### src/rtl/half_adder_reg_if.sv
// Operand/result bundle for the registered lane-parallel half adder.
// The master drives operands and clear; the slave returns registered results.
interface half_adder_reg_if #(
    parameter int WIDTH = 1,
    parameter int CNT_W = 8
);
    logic [WIDTH-1:0] HA_in1;
    logic [WIDTH-1:0] HA_in2;
    logic             HA_valid_in;
    logic             HA_clear;
    logic [WIDTH-1:0] HA_sum;
    logic [WIDTH-1:0] HA_cout;
    logic             HA_valid_out;
    logic             HA_carry_seen;
    logic [CNT_W-1:0] HA_carry_cnt;

    modport master (
        output HA_in1,
        output HA_in2,
        output HA_valid_in,
        output HA_clear,
        input  HA_sum,
        input  HA_cout,
        input  HA_valid_out,
        input  HA_carry_seen,
        input  HA_carry_cnt
    );

    modport slave (
        input  HA_in1,
        input  HA_in2,
        input  HA_valid_in,
        input  HA_clear,
        output HA_sum,
        output HA_cout,
        output HA_valid_out,
        output HA_carry_seen,
        output HA_carry_cnt
    );
endinterface

### src/rtl/half_adder_reg.sv
// Registered lane-parallel half adder with sticky carry flag
// and saturating carry-event counter.
module half_adder_reg #(
    parameter int WIDTH = 1,
    parameter int CNT_W = 8
) (
    input logic              clk,
    input logic              rst_n,
    half_adder_reg_if.slave  bus
);
    localparam logic [CNT_W-1:0] CNT_MAX = '1;

    logic [WIDTH-1:0] w_s;
    logic [WIDTH-1:0] w_c;
    logic             w_event;

    logic [WIDTH-1:0] r_sum;
    logic [WIDTH-1:0] r_cout;
    logic             r_valid;
    logic             r_seen;
    logic [CNT_W-1:0] r_cnt;

    // Lanes are independent: no carry ripples between bits.
    assign w_s     = bus.HA_in1 ^ bus.HA_in2;
    assign w_c     = bus.HA_in1 & bus.HA_in2;
    assign w_event = bus.HA_valid_in & (|w_c);

    always_ff @(posedge clk or negedge rst_n) begin
        if (!rst_n) begin
            r_sum   <= '0;
            r_cout  <= '0;
            r_valid <= 1'b0;
            r_seen  <= 1'b0;
            r_cnt   <= '0;
        end else begin
            r_valid <= bus.HA_valid_in;
            if (bus.HA_valid_in) begin
                r_sum  <= w_s;
                r_cout <= w_c;
            end
            // Clear wins over a coincident carry event.
            if (bus.HA_clear) begin
                r_seen <= 1'b0;
                r_cnt  <= '0;
            end else if (w_event) begin
                r_seen <= 1'b1;
                if (r_cnt != CNT_MAX)
                    r_cnt <= r_cnt + 1'b1;
            end
        end
    end

    assign bus.HA_sum        = r_sum;
    assign bus.HA_cout       = r_cout;
    assign bus.HA_valid_out  = r_valid;
    assign bus.HA_carry_seen = r_seen;
    assign bus.HA_carry_cnt  = r_cnt;
endmodule

### src/flat_wrapper.sv
// flat-port wrapper written by rule: the top's interface ports become plain ports
module half_adder_reg_flat 
#(
    parameter int WIDTH = 1,
    parameter int CNT_W = 8
)
  (clk, rst_n, bus_HA_in1, bus_HA_in2, bus_HA_valid_in, bus_HA_clear, bus_HA_sum, bus_HA_cout, bus_HA_valid_out, bus_HA_carry_seen, bus_HA_carry_cnt);
  half_adder_reg_if #(.WIDTH(WIDTH), .CNT_W(CNT_W)) bus_i ();
  input logic clk;
  input logic rst_n;
  input wire logic [$bits(bus_i.HA_in1)-1:0] bus_HA_in1;
  input wire logic [$bits(bus_i.HA_in2)-1:0] bus_HA_in2;
  input wire logic [$bits(bus_i.HA_valid_in)-1:0] bus_HA_valid_in;
  input wire logic [$bits(bus_i.HA_clear)-1:0] bus_HA_clear;
  output wire logic [$bits(bus_i.HA_sum)-1:0] bus_HA_sum;
  output wire logic [$bits(bus_i.HA_cout)-1:0] bus_HA_cout;
  output wire logic [$bits(bus_i.HA_valid_out)-1:0] bus_HA_valid_out;
  output wire logic [$bits(bus_i.HA_carry_seen)-1:0] bus_HA_carry_seen;
  output wire logic [$bits(bus_i.HA_carry_cnt)-1:0] bus_HA_carry_cnt;
  assign bus_i.HA_in1 = bus_HA_in1;
  assign bus_i.HA_in2 = bus_HA_in2;
  assign bus_i.HA_valid_in = bus_HA_valid_in;
  assign bus_i.HA_clear = bus_HA_clear;
  assign bus_HA_sum = bus_i.HA_sum;
  assign bus_HA_cout = bus_i.HA_cout;
  assign bus_HA_valid_out = bus_i.HA_valid_out;
  assign bus_HA_carry_seen = bus_i.HA_carry_seen;
  assign bus_HA_carry_cnt = bus_i.HA_carry_cnt;
  half_adder_reg #(.WIDTH(WIDTH), .CNT_W(CNT_W)) u_core (.clk(clk), .rst_n(rst_n), .bus(bus_i));
endmodule
### config.mk
export PLATFORM = sky130hd
export DESIGN_NAME = half_adder_reg_flat
export DESIGN_NICKNAME = d
export VERILOG_FILES = /design/src/rtl/half_adder_reg_if.sv /design/src/rtl/half_adder_reg.sv /design/src/flat_wrapper.sv
export SDC_FILE = /design/constraint.sdc
export NUM_CORES = 1
export LEC_CHECK = 0
export BUFFER_PORTS_ARGS = -buffer_cell sky130_fd_sc_hd__buf_2
export CORE_AREA = 2 2 39 41
export CTS_BUF_LIST = sky130_fd_sc_hd__clkbuf_4 sky130_fd_sc_hd__clkbuf_8 sky130_fd_sc_hd__clkbuf_16
export DETAILED_ROUTE_END_ITERATION = 10
export DIE_AREA = 0 0 41 43
export PLACE_DENSITY = 0.83
export SLEW_MARGIN = 5
export SYNTH_ARGS = -nofsm -noshare
export SYNTH_HDL_FRONTEND = slang
export SYNTH_SLANG_ARGS = --single-unit
### constraint.sdc
create_clock -name clk -period 1.5 [get_ports clk]
set_clock_uncertainty 0.1 [all_clocks]
set_input_delay 0.15 -clock clk [delete_from_list [all_inputs] [get_ports clk]]
set_output_delay 0.15 -clock clk [all_outputs]
set_load 0.01 [all_outputs]
==> results of run 1 <==
cell usage after synthesis:
library cell,count,share of area (%)
nand2_4,1,1.9
a21oi_2,1,1.4
nand4b_1,1,1.4
o2111ai_1,1,1.4
mux2_2,1,1.9
nand2_1,2,1.2
a31oi_1,3,3.1
a211oi_1,2,2.5
or2_1,1,1.0
mux2i_1,1,1.6
and2_1,1,1.0
inv_1,1,0.62
nor2_4,1,1.9
clkbuf_8,1,2.3
nor2_1,10,6.2
nand3_2,1,1.6
nand3_1,1,0.82
o21ai_2,1,1.4
mux2_4,1,2.5
dfrtp_1,12,49
ha_1,2,4.1
and3_1,2,2.1
nand4_1,1,1.0
xor2_1,2,2.9
and2b_2,1,1.4
nor3_1,3,2.5
o21ai_0,1,0.82
power by group through the flow:
stage / logic, µW / clock network (µW) / registers, µW
floorplan: 23.4 / 0 / 352
detailed placement: 56.6 / 0 / 346
global placement: 54.9 / 0 / 345
global route: 68.8 / 214 / 344
finish: 61.4 / 191 / 342
CTS: 60.7 / 195 / 340
routing by layer:
layer / vias up / GRT usage [%] / routed length, µm
met5: - / 0 / 0
met4: 0 / 12.0 / 38
li1: 254 / - / -
met3: 4 / 4.71 / 57
met2: 13 / 29.1 / 636
met1: 247 / 19.6 / 554
area by class of cell:
class	instances	area, µm²	share of cell area [%]
flip-flops and latches	12	303	38.2
repair buffers	22	128	16.1
well taps	16	20.0	2.53
inverters	1	3.75	0.474
clock buffers	3	22.5	2.84
multi-input cells	42	315	39.8
sequential cells by signal, summed over array words and instances (netlist names):
name and count:
u_core.bus.HA_cout 1, u_core.bus.HA_carry_seen 1, u_core.bus.HA_sum 1, u_core.bus.HA_valid_out 1
u_core.bus.HA_carry_cnt 8
placed cells by master (no fill, tap or decap):
master	n
a211oi_1	2
a21oi_2	1
a31oi_1	3
and2_1	1
and2b_2	1
and3_1	1
and3_4	1
buf_2	17
buf_4	3
clkbuf_4	3
dfrtp_1	10
dfrtp_2	2
dlygate4sd3_1	2
ha_1	1
ha_4	1
inv_1	1
mux2_2	1
mux2_4	1
mux2i_1	1
nand2_1	2
nand2_4	1
nand3_2	2
nand4_1	1
nand4b_1	1
nor2_1	10
nor2_4	1
nor3_1	3
o2111ai_1	1
o21ai_0	1
o21ai_2	1
or2_4	1
xor2_1	2
critical path: cells and delay by family (launching register included):
kind	cells	cell delay [ns]
compound gates	1	0.15
flops	1	0.42
mux	1	0.31
simple gates	2	0.37
worst min path at each step:
stage                 startpoint                          to  cells after the start
detailed placement         rst_n     u_core.bus.HA_valid_out                      1
floorplan                  rst_n  u_core.bus.HA_carry_cnt[0]                      0
finish              bus_HA_clear  u_core.bus.HA_carry_cnt[0]                      2
global placement           rst_n     u_core.bus.HA_valid_out                      1
global route        bus_HA_clear  u_core.bus.HA_carry_cnt[4]                      2
CTS                 bus_HA_clear    u_core.bus.HA_carry_seen                      2
per-stage QoR:
stage / total power (µW) / area [µm²] / hold WS [ns] / TNS [ns] / instances
6_report: 594 / 792 / 0.0806 / 0 / 96
5_1_grt: 627 / 792 / 0.0848 / -0.0144 / 96
4_1_cts: 596 / 757 / 0.0733 / 0 / 95
3_5_place_dp: 403 / 714 / -0.0594 / 0 / 90
3_3_place_gp: 400 / 714 / -0.0654 / 0 / 90
2_1_floorplan: 375 / 608 / -0.246 / 0 / 56
cell families (layout without fill, tap and decap cells):
family                   Yosys count  in the layout  synth area share [%]
multiplexers                       3              3                  5.97
buffers and inverters              2             26                  2.88
adder cells (fa/ha/maj)            2              2                  4.11
AO/OA/AOI/OAI                      9              9                  10.7
flip-flops                        12             12                  49.4
AND/OR/NAND/NOR                   26             26                  24.1
XOR/XNOR                           2              2                  2.88
repair_timing:
item                                    in CTS  in global routing
buffers inserted                             0                  1
hold buffers                                 2                  0
endpoints found under the setup margin       0                  4
hold endpoints to repair                    13                  0
resized for setup                            0                  7
==> results.md, run 1 <==
* CTS tree: done
* Synthesized area at between 600 and 700 µm²
* Drt first pass iters at 4
* Max Clk Rate at a little under 700 MHz
* Max FO, Critical Path at 4
* Fin crit share at approximately 98%
* Worst hold-check path type: input pin to flop
* Sw frac at around a quarter
* Reg clk slew, reported paths at roughly 0.07 ns
* R2R Path End: u_core.bus.HA_carry_cnt[3]
* Final Hold Fails at 0
* PD cells at 750 nW/µm²
* Syn_area_per_cell at around 11 µm²
* Synthesis-stage register bit count at 12
* Htree depth at 1
* Setup violators final at 0
* Vias/cell at 5.40
* DRT iter0 DRCs at 17
* Int Pwr at around 450 µW
* Endpoint class of the critical path: flop
* Clock Latency Late Sink at around 0.27 ns
* Max-cap violation count at 0
* CP Launch Type: flop
* Worst r2r src: u_core.bus.HA_carry_cnt[0]
* Post-DP HPWL at 940 µm
* Final core occ at a little under three fifths
* YS warnings at 0
* Die H at between 40 and 50 µm
* Final WL at about 1300 µm
* WL/cell at roughly 13 µm
* Sequential group share of total power at between 50% and 60%
* Synth Instances at 56
* # diodes at 0
* Tot GR Track Use at between 10% and 20%
* Fin. max-slew vios at 0
* Syn nets at 64
* Placeable Area at about 1400 µm²
* Max stage delay on crit path at around 0.42 ns
* Static leakage at about 0.00038 µW
* RD Place Congestion at 0.748
* Layout area overhead at 30.2%
* Initial Util at a little over two fifths
* Row count at 14
* Slew @ Worst Pin at around 0.27 ns
* Post-DRT Antenna Nets at 0
* Sequential area share after synthesis at around 49%
* Global-route wire length before repair at 2100 µm
* Clock Power Share at ~32%
* Clock Sinks at 12
* # port buffers at 17
* Crit path launch: u_core.bus.HA_carry_cnt[0]
* Fill count at 122
* Pre-CTS WS at 0.0298 ns
* CP required at ~1.6 ns
* Worst Path Arrival at about 1.5 ns
* Synth unique cells at 27
* Setup slack, reg-to-reg at 0.03 ns
* GRT overflow at 0
* Min cycle time layout at 1.47 ns
* # IOs at 18
* Worst setup path end: u_core.bus.HA_carry_cnt[3]
* Via count at approximately 520
* P_sw at around 140 µW
* CTS root buf: clkbuf_4
* Peak supply drop at 0.000539 V
* Largest net degree at the start of global routing at 13
* FF-to-FF path depth at 4
* CTS buffer count at 3
* Setup ws final at 0.0343 ns
* Fin nets at 90
* Initial antenna violation count at 0
* Worst path slowest cell: dfrtp_2
* Status: finished, final reports clean
* Max-Slew Margin vs Limit at between 80% and 90%
* Critical path type: flop to flop
* Die X at between 40 and 50 µm
* Logic pwr share at about 10%
* Die area at approximately 1800 µm²
* DRC violations left at 0
* Clk buf depth at 2
* Layout cells sized above 1 at 46.3%
* Vias in the first global route at approximately 490
* Crit-path cells: nand3_2 -> or2_4 -> a21oi_2 -> mux2_4
No activity file was read; power rests on OpenSTA's default activity.
==> inputs of run 2 (changes only) <==
--- a/config.mk
+++ b/config.mk
@@ -10,6 +10,7 @@
 export CTS_BUF_LIST = sky130_fd_sc_hd__clkbuf_4 sky130_fd_sc_hd__clkbuf_8 sky130_fd_sc_hd__clkbuf_16
 export DETAILED_ROUTE_END_ITERATION = 10
 export DIE_AREA = 0 0 41 43
+export GPL_TIMING_DRIVEN = 0
 export PLACE_DENSITY = 0.83
 export SLEW_MARGIN = 5
 export SYNTH_ARGS = -nofsm -noshare
==> results.md, run 2 (same netlist as run 1, synthesis figures left out) <==
* Status: finished, final reports clean
* Setup ws final at 0.0590 ns (+0.0247 ns)
* Clock Latency Late Sink at 0.27 ns (about the same)
* Final WL at 1360 µm (+5.4%)
* DRT iter0 DRCs at 15 (-2)
* Layout area overhead at 29.0%
* Fill count at 119 (-2.5%)
* # port buffers at 16 (-1)
* Placeable Area at 1380 µm² (unchanged)
* Finished Layout Cells at 96 (unchanged)
* FF-to-FF path depth at 4 (unchanged)
* Vias/cell at 5.46 (+1.2%)
* Post-route cell area at 785 µm² (-0.95%)
* Crit path max-delay family: flip-flops
* Commonest non-fill, non-tap cell in the layout: buf_2
* Drt first pass iters at 4 (unchanged)
* Fin. max-slew vios at 0 (unchanged)
* Post-route setup TNS at 0 ns (unchanged)
* # IOs at 18 (unchanged)
* Crit-path cells: nand3_1 -> or2_1 -> a21oi_2 -> mux2_4
* Worst hold-check path type: input pin to flop
* Worst Path Arrival at 1.50 ns (-0.02 ns)
* Crit path launch: u_core.bus.HA_carry_cnt[2]
* Max FFs per register at 8 (unchanged)
* Slew @ Worst Pin at 0.281 ns (+0.0114 ns)
* Most frequent cells in the layout: buf_2 (16), dfrtp_1 (11), nor2_1 (10)
* Hold WS at 0.0943 ns (+0.0137 ns)
* Levels on crit path at 4 (unchanged)
* Post-DRT Antenna Nets at 0 (unchanged)
* DRC violations left at 0 (unchanged)
* Row count at 14 (unchanged)
* Max-Slew Margin vs Limit at 81.2% (-0.76 points)
* Vias in the first global route at 501 (+2.7%)
* Clk buf depth at 2 (unchanged)
* Htree depth at 1 (unchanged)
* CTS buffer count at 3 (unchanged)
* Max FO, Critical Path at 6 (+2)
* Via count at 524 (+1.2%)
* Reg clk slew, reported paths at 0.07 ns (about the same)
* Max-cap violation count at 0 (unchanged)
* PD cells at 768 nW/µm² (+2.4%)
* CTS tree: done
* Endpoint class of the critical path: flop
* WP buf/inv at 0 (unchanged)
* Static leakage at 0.000381 µW (+0.39%)
* Max stage delay on crit path at 0.41 ns (about the same)
* Fin nets at 90 (unchanged)
* RD Place Congestion at 0.734 (-1.8%)
* Pre-CTS WS at 0.0134 ns (-0.0164 ns)
* Layout cells sized above 1 at 41.3% (-5.0 points)
* Fin crit share at 96.1% (-1.6 points)
* RSZ-0062 raised after global routing: false
* Largest net degree at the start of global routing at 13 (unchanged)
* Setup violators final at 0 (unchanged)
* Die area at 1760 µm² (unchanged)
* # placed instances at 88 (-2.2%)
* Clock Sinks at 12 (unchanged)
* Setup slack, reg-to-reg at 0.06 ns (+0.02 ns)
* CP Launch Type: flop
* CP required at 1.56 ns (about the same)
* GRT overflow at 0 (unchanged)
* Die X at 41 µm (unchanged)
* Worst path slowest cell: dfrtp_2
* Placed cell area at 708 µm² (-0.88%)
* Initial Util at 43.9% (unchanged)
* Peak supply drop at 0.000338 V (-37%)
* Die H at 43 µm (unchanged)
* Post-DP HPWL at 944 µm (+0.50%)
* Tot GR Track Use at 17.6% (-0.56 points)
* # diodes at 0 (unchanged)
* CTS root buf: clkbuf_4
* Global-route wire length before repair at 2070 µm (-1.3%)
* R2R Path End: u_core.bus.HA_carry_cnt[3]
* Max Clk Rate at 694 MHz (+1.7%)
* Final Hold Fails at 0 (unchanged)
* Critical path type: flop to flop
* WL/cell at 14.1 µm (+5.4%)
* Min cycle time layout at 1.44 ns (-0.0247 ns)
* Worst r2r src: u_core.bus.HA_carry_cnt[2]
* Worst setup path end: u_core.bus.HA_carry_cnt[3]
* Initial antenna violation count at 0 (unchanged)
run 2: power breakdown:
part	leakage, µW	internal, µW	switching, µW
clock	0.0000138	92.9	103
combinational	0.000208	32.4	35.6
sequential	0.000160	334	5.29
total	0.000381	459	143
run 2: area by class of cell:
| cell class | count | area [µm²] | share of cell area, % |
|---|---|---|---|
| plain buffers | 1 | 13.8 | 1.75 |
| clock buffers | 3 | 22.5 | 2.87 |
| inverters | 1 | 3.75 | 0.478 |
| multi-input cells | 42 | 298 | 38.0 |
| flip-flops and latches | 12 | 302 | 38.4 |
| well taps | 16 | 20.0 | 2.55 |
| repair buffers | 21 | 125 | 15.9 |
run 2: how the worst min path moves through the flow:
stage                          startpoint                    endpoint  slack, ns  cells past startpoint
after global placement              rst_n     u_core.bus.HA_valid_out      -0.07                      1
final                     bus_HA_valid_in          u_core.bus.HA_cout       0.09                      2
after global routing      bus_HA_valid_in          u_core.bus.HA_cout        0.1                      2
after detailed placement            rst_n     u_core.bus.HA_valid_out      -0.06                      1
after CTS                 bus_HA_valid_in          u_core.bus.HA_cout       0.08                      2
after floorplan                     rst_n  u_core.bus.HA_carry_cnt[0]      -0.25                      0
run 2: routing by layer:
metal  up-vias  share of wire, %  GRT usage, %
met2        21                53          29.7
met4         0               1.4          12.0
met5         -                 0             0
li1        250                 -             -
met1       251                42          17.1
met3         2               3.8          4.71
run 2: through the flow:
| step | utilization (%) | total power [µW] |
|---|---|---|
| floorplan | - | 375 |
| global placement | 51.2 | 402 |
| detailed placement | 51.2 | 405 |
| CTS | 55.0 | 602 |
| global route | 56.7 | 630 |
| finish | 56.7 | 603 |
run 2: worst reg2reg max path, cell delays in order, from the launching register on:
cell and delay [ns]:
dfrtp_2 0.41, nand3_1 0.10, or2_1 0.24, a21oi_2 0.16, mux2_4 0.31
run 2: timing repair:
item | 4_1_cts | 5_1_grt
endpoints found under the hold margin | 15 | 0
hold buffers | 3 | 0
setup endpoints to repair | 0 | 4
resized for setup | 0 | 3
buffers inserted | 0 | 2
==> inputs of run 3 (changes only) <==
--- a/config.mk
+++ b/config.mk
@@ -16,3 +16,4 @@
 export SYNTH_ARGS = -nofsm -noshare
 export SYNTH_HDL_FRONTEND = slang
 export SYNTH_SLANG_ARGS = --single-unit
+export TNS_END_PERCENT = 20
==> constraint.sdc (replaced) <==
create_clock -name clk -period 1.4 [get_ports clk]
set_clock_uncertainty 0.1 [all_clocks]
set_input_delay 0.14 -clock clk [delete_from_list [all_inputs] [get_ports clk]]
set_output_delay 0.14 -clock clk [all_outputs]
set_load 0.01 [all_outputs]
==> results.md, run 3 (same netlist as run 1, synthesis figures left out) <==
* CP required at 1.46 ns (-0.10 ns)
* RD Place Congestion at 0.810 (+10%)
* Initial antenna violation count at 0 (unchanged)
* Pre-CTS WS at -0.0637 ns (-0.0771 ns)
* Min cycle time layout at 1.49 ns (+0.0503 ns)
* GRT overflow at 0 (unchanged)
* RSZ-0062 raised after global routing: true
* Endpoint class of the critical path: flop
* Row count at 14 (unchanged)
* Clock Latency Late Sink at 0.27 ns (about the same)
* Final core occ at 60.5% (+3.8 points)
* Placeable Area at 1380 µm² (unchanged)
* Setup slack, reg-to-reg at -0.09 ns (-0.15 ns)
* CTS tree: done
* Largest net degree at the start of global routing at 13 (unchanged)
* Finished Layout Cells at 100 (+4.2%)
* Max-Slew Margin vs Limit at 81.9% (+0.66 points)
* Worst r2r src: u_core.bus.HA_carry_cnt[0]
* Layout cells sized above 1 at 48.8% (+7.6 points)
* Vias in the first global route at 476 (-5.0%)
* Max Clk Rate at 671 MHz (-3.4%)
* Max FFs per register at 8 (unchanged)
* Reg clk slew, reported paths at 0.08 ns (about the same)
* Initial Util at 43.9% (unchanged)
* Worst path slowest cell: dfrtp_2
* Tot GR Track Use at 17.4% (-0.17 points)
* Htree depth at 1 (unchanged)
* Peak supply drop at 0.000447 V (+32%)
* Most frequent cells in the layout: buf_2 (16), nor2_1 (10), dfrtp_1 (9), buf_4 (5), clkbuf_4 (4)
* Crit path max-delay family: flip-flops
* CTS buffer count at 3 (unchanged)
* Worst Path Arrival at 1.56 ns (+0.06 ns)
* CP Launch Type: flop
* Clk buf depth at 2 (unchanged)
* P_sw at 163 µW (+14%)
* Violated checks: setup timing
* Setup violators final at 1 (+1)
* Layout area overhead at 37.7%
* WHS Path Cells at 3 (+1)
* Max stage delay on crit path at 0.42 ns (about the same)
* Commonest non-fill, non-tap cell in the layout: buf_2
* CTS root buf: clkbuf_4
* Fin. max-slew vios at 0 (unchanged)
* Critical path type: flop to flop
* R2R Path End: u_core.bus.HA_carry_cnt[3]
* DRC violations left at 0 (unchanged)
* Max FO, Critical Path at 4 (-2)
* WL/cell at 13.6 µm (-3.7%)
* PnR Total Power at 686 µW (+14%)
* Status: finished with violations
* FF-to-FF path depth at 4 (unchanged)
* Clock Power Share at 36.1% (+3.7 points)
* Logic pwr share at 10.5% (-0.8 points)
* # diodes at 0 (unchanged)
* Min-Delay Endpoint: u_core.bus.HA_sum
* Slew @ Worst Pin at 0.271 ns (-0.00985 ns)
* Drt first pass iters at 4 (unchanged)
* Post-DRT Antenna Nets at 0 (unchanged)
* Worst hold-check path type: input pin to flop
* Final WL at 1360 µm (+0.29%)
* Post-DP HPWL at 909 µm (-3.8%)
* Post-route setup TNS at -0.0913 ns (-0.0913 ns)
* # port buffers at 16 (unchanged)
* Fin crit share at 107% (+10 points)
* Sequential group share of total power at 53.4% (-2.9 points)
* DRT iter0 DRCs at 9 (-6)
* Sw frac at 23.8% (about the same)
* Hold_sp: bus_HA_in1
* Die area at 1760 µm² (unchanged)
* Global-route wire length before repair at 2020 µm (-2.4%)
* Clock Sinks at 12 (unchanged)
* PD cells at 819 nW/µm² (+6.6%)
* # placed instances at 88 (unchanged)
* WP buf/inv at 0 (unchanged)
* Die H at 43 µm (unchanged)
* Static leakage at 0.000400 µW (+5.1%)
* Max-cap violation count at 0 (unchanged)
* Int Pwr at 522 µW (+14%)
* Crit-path cells: nand3_2 -> or2_1 -> a21oi_2 -> mux2_4
* Final Hold Fails at 0 (unchanged)
* Via count at 535 (+2.1%)
* # IOs at 18 (unchanged)
* Die X at 41 µm (unchanged)
* Setup ws final at -0.0913 ns (-0.150 ns)
* Fin nets at 93 (+3.3%)
* Vias/cell at 5.35 (-2.0%)
## run 3: metal layers
| metal | part of all wire (%) | global-route usage [%] |
|---|---|---|
| met1 | 40 | 19.9 |
| met2 | 53 | 28.4 |
| met3 | 3.8 | 1.57 |
| met4 | 3.2 | 12.0 |
| met5 | 0 | 0 |
## run 3: metrics by stage
step | area, µm² | hold WS [ns]
after CTS | 790 | 0.108
after global placement | 709 | -0.0781
final | 837 | 0.109
after floorplan | 609 | -0.256
after global routing | 837 | 0.114
after detailed placement | 709 | -0.0715
## run 3: power by group through the flow
| stage | combinational (µW) | clock, µW | sequential (µW) |
|---|---|---|---|
| 2_1_floorplan | 25.1 | 0 | 377 |
| 5_1_grt | 79.8 | 278 | 368 |
| 4_1_cts | 69.9 | 249 | 365 |
| 3_3_place_gp | 60.0 | 0 | 370 |
| 6_report | 72.1 | 247 | 366 |
| 3_5_place_dp | 62.0 | 0 | 372 |
## run 3: tightest hold or removal path, cell delays in order
cell and delay (ns):
buf_2 0.08, ha_1 0.10, mux2_2 0.13
## run 3: layout make-up
class / count / area [µm²]
timing repair buffer: 24 / 148
buffer: 1 / 13.8
tap: 16 / 20.0
fill: 120 / 547
inverter: 1 / 3.75
multi-input combinational: 42 / 318
sequential: 12 / 304
clock buffer: 4 / 30.0
## run 3: repair_timing
item | CTS | global route
endpoints found under the hold margin | 21 | 0
gates resized for setup | 1 | 6
buffers inserted | 2 | 3
cloned | 0 | 0
hold buffers | 3 | 0
setup endpoints to repair | 3 | 7
pin swaps | 0 | 2
## run 3: worst max path at each step
stage                                          start                          to  slack (ns)  cells after the start
after floorplan           u_core.bus.HA_carry_cnt[0]  u_core.bus.HA_carry_cnt[3]       -0.02                      4
after global placement    u_core.bus.HA_carry_cnt[2]  u_core.bus.HA_carry_cnt[3]       -0.03                      4
after detailed placement  u_core.bus.HA_carry_cnt[2]  u_core.bus.HA_carry_cnt[3]       -0.06                      4
after CTS                 u_core.bus.HA_carry_cnt[0]  u_core.bus.HA_carry_cnt[3]       -0.05                      4
after global routing      u_core.bus.HA_carry_cnt[0]  u_core.bus.HA_carry_cnt[3]       -0.13                      4
final                     u_core.bus.HA_carry_cnt[0]  u_core.bus.HA_carry_cnt[3]       -0.09                      4
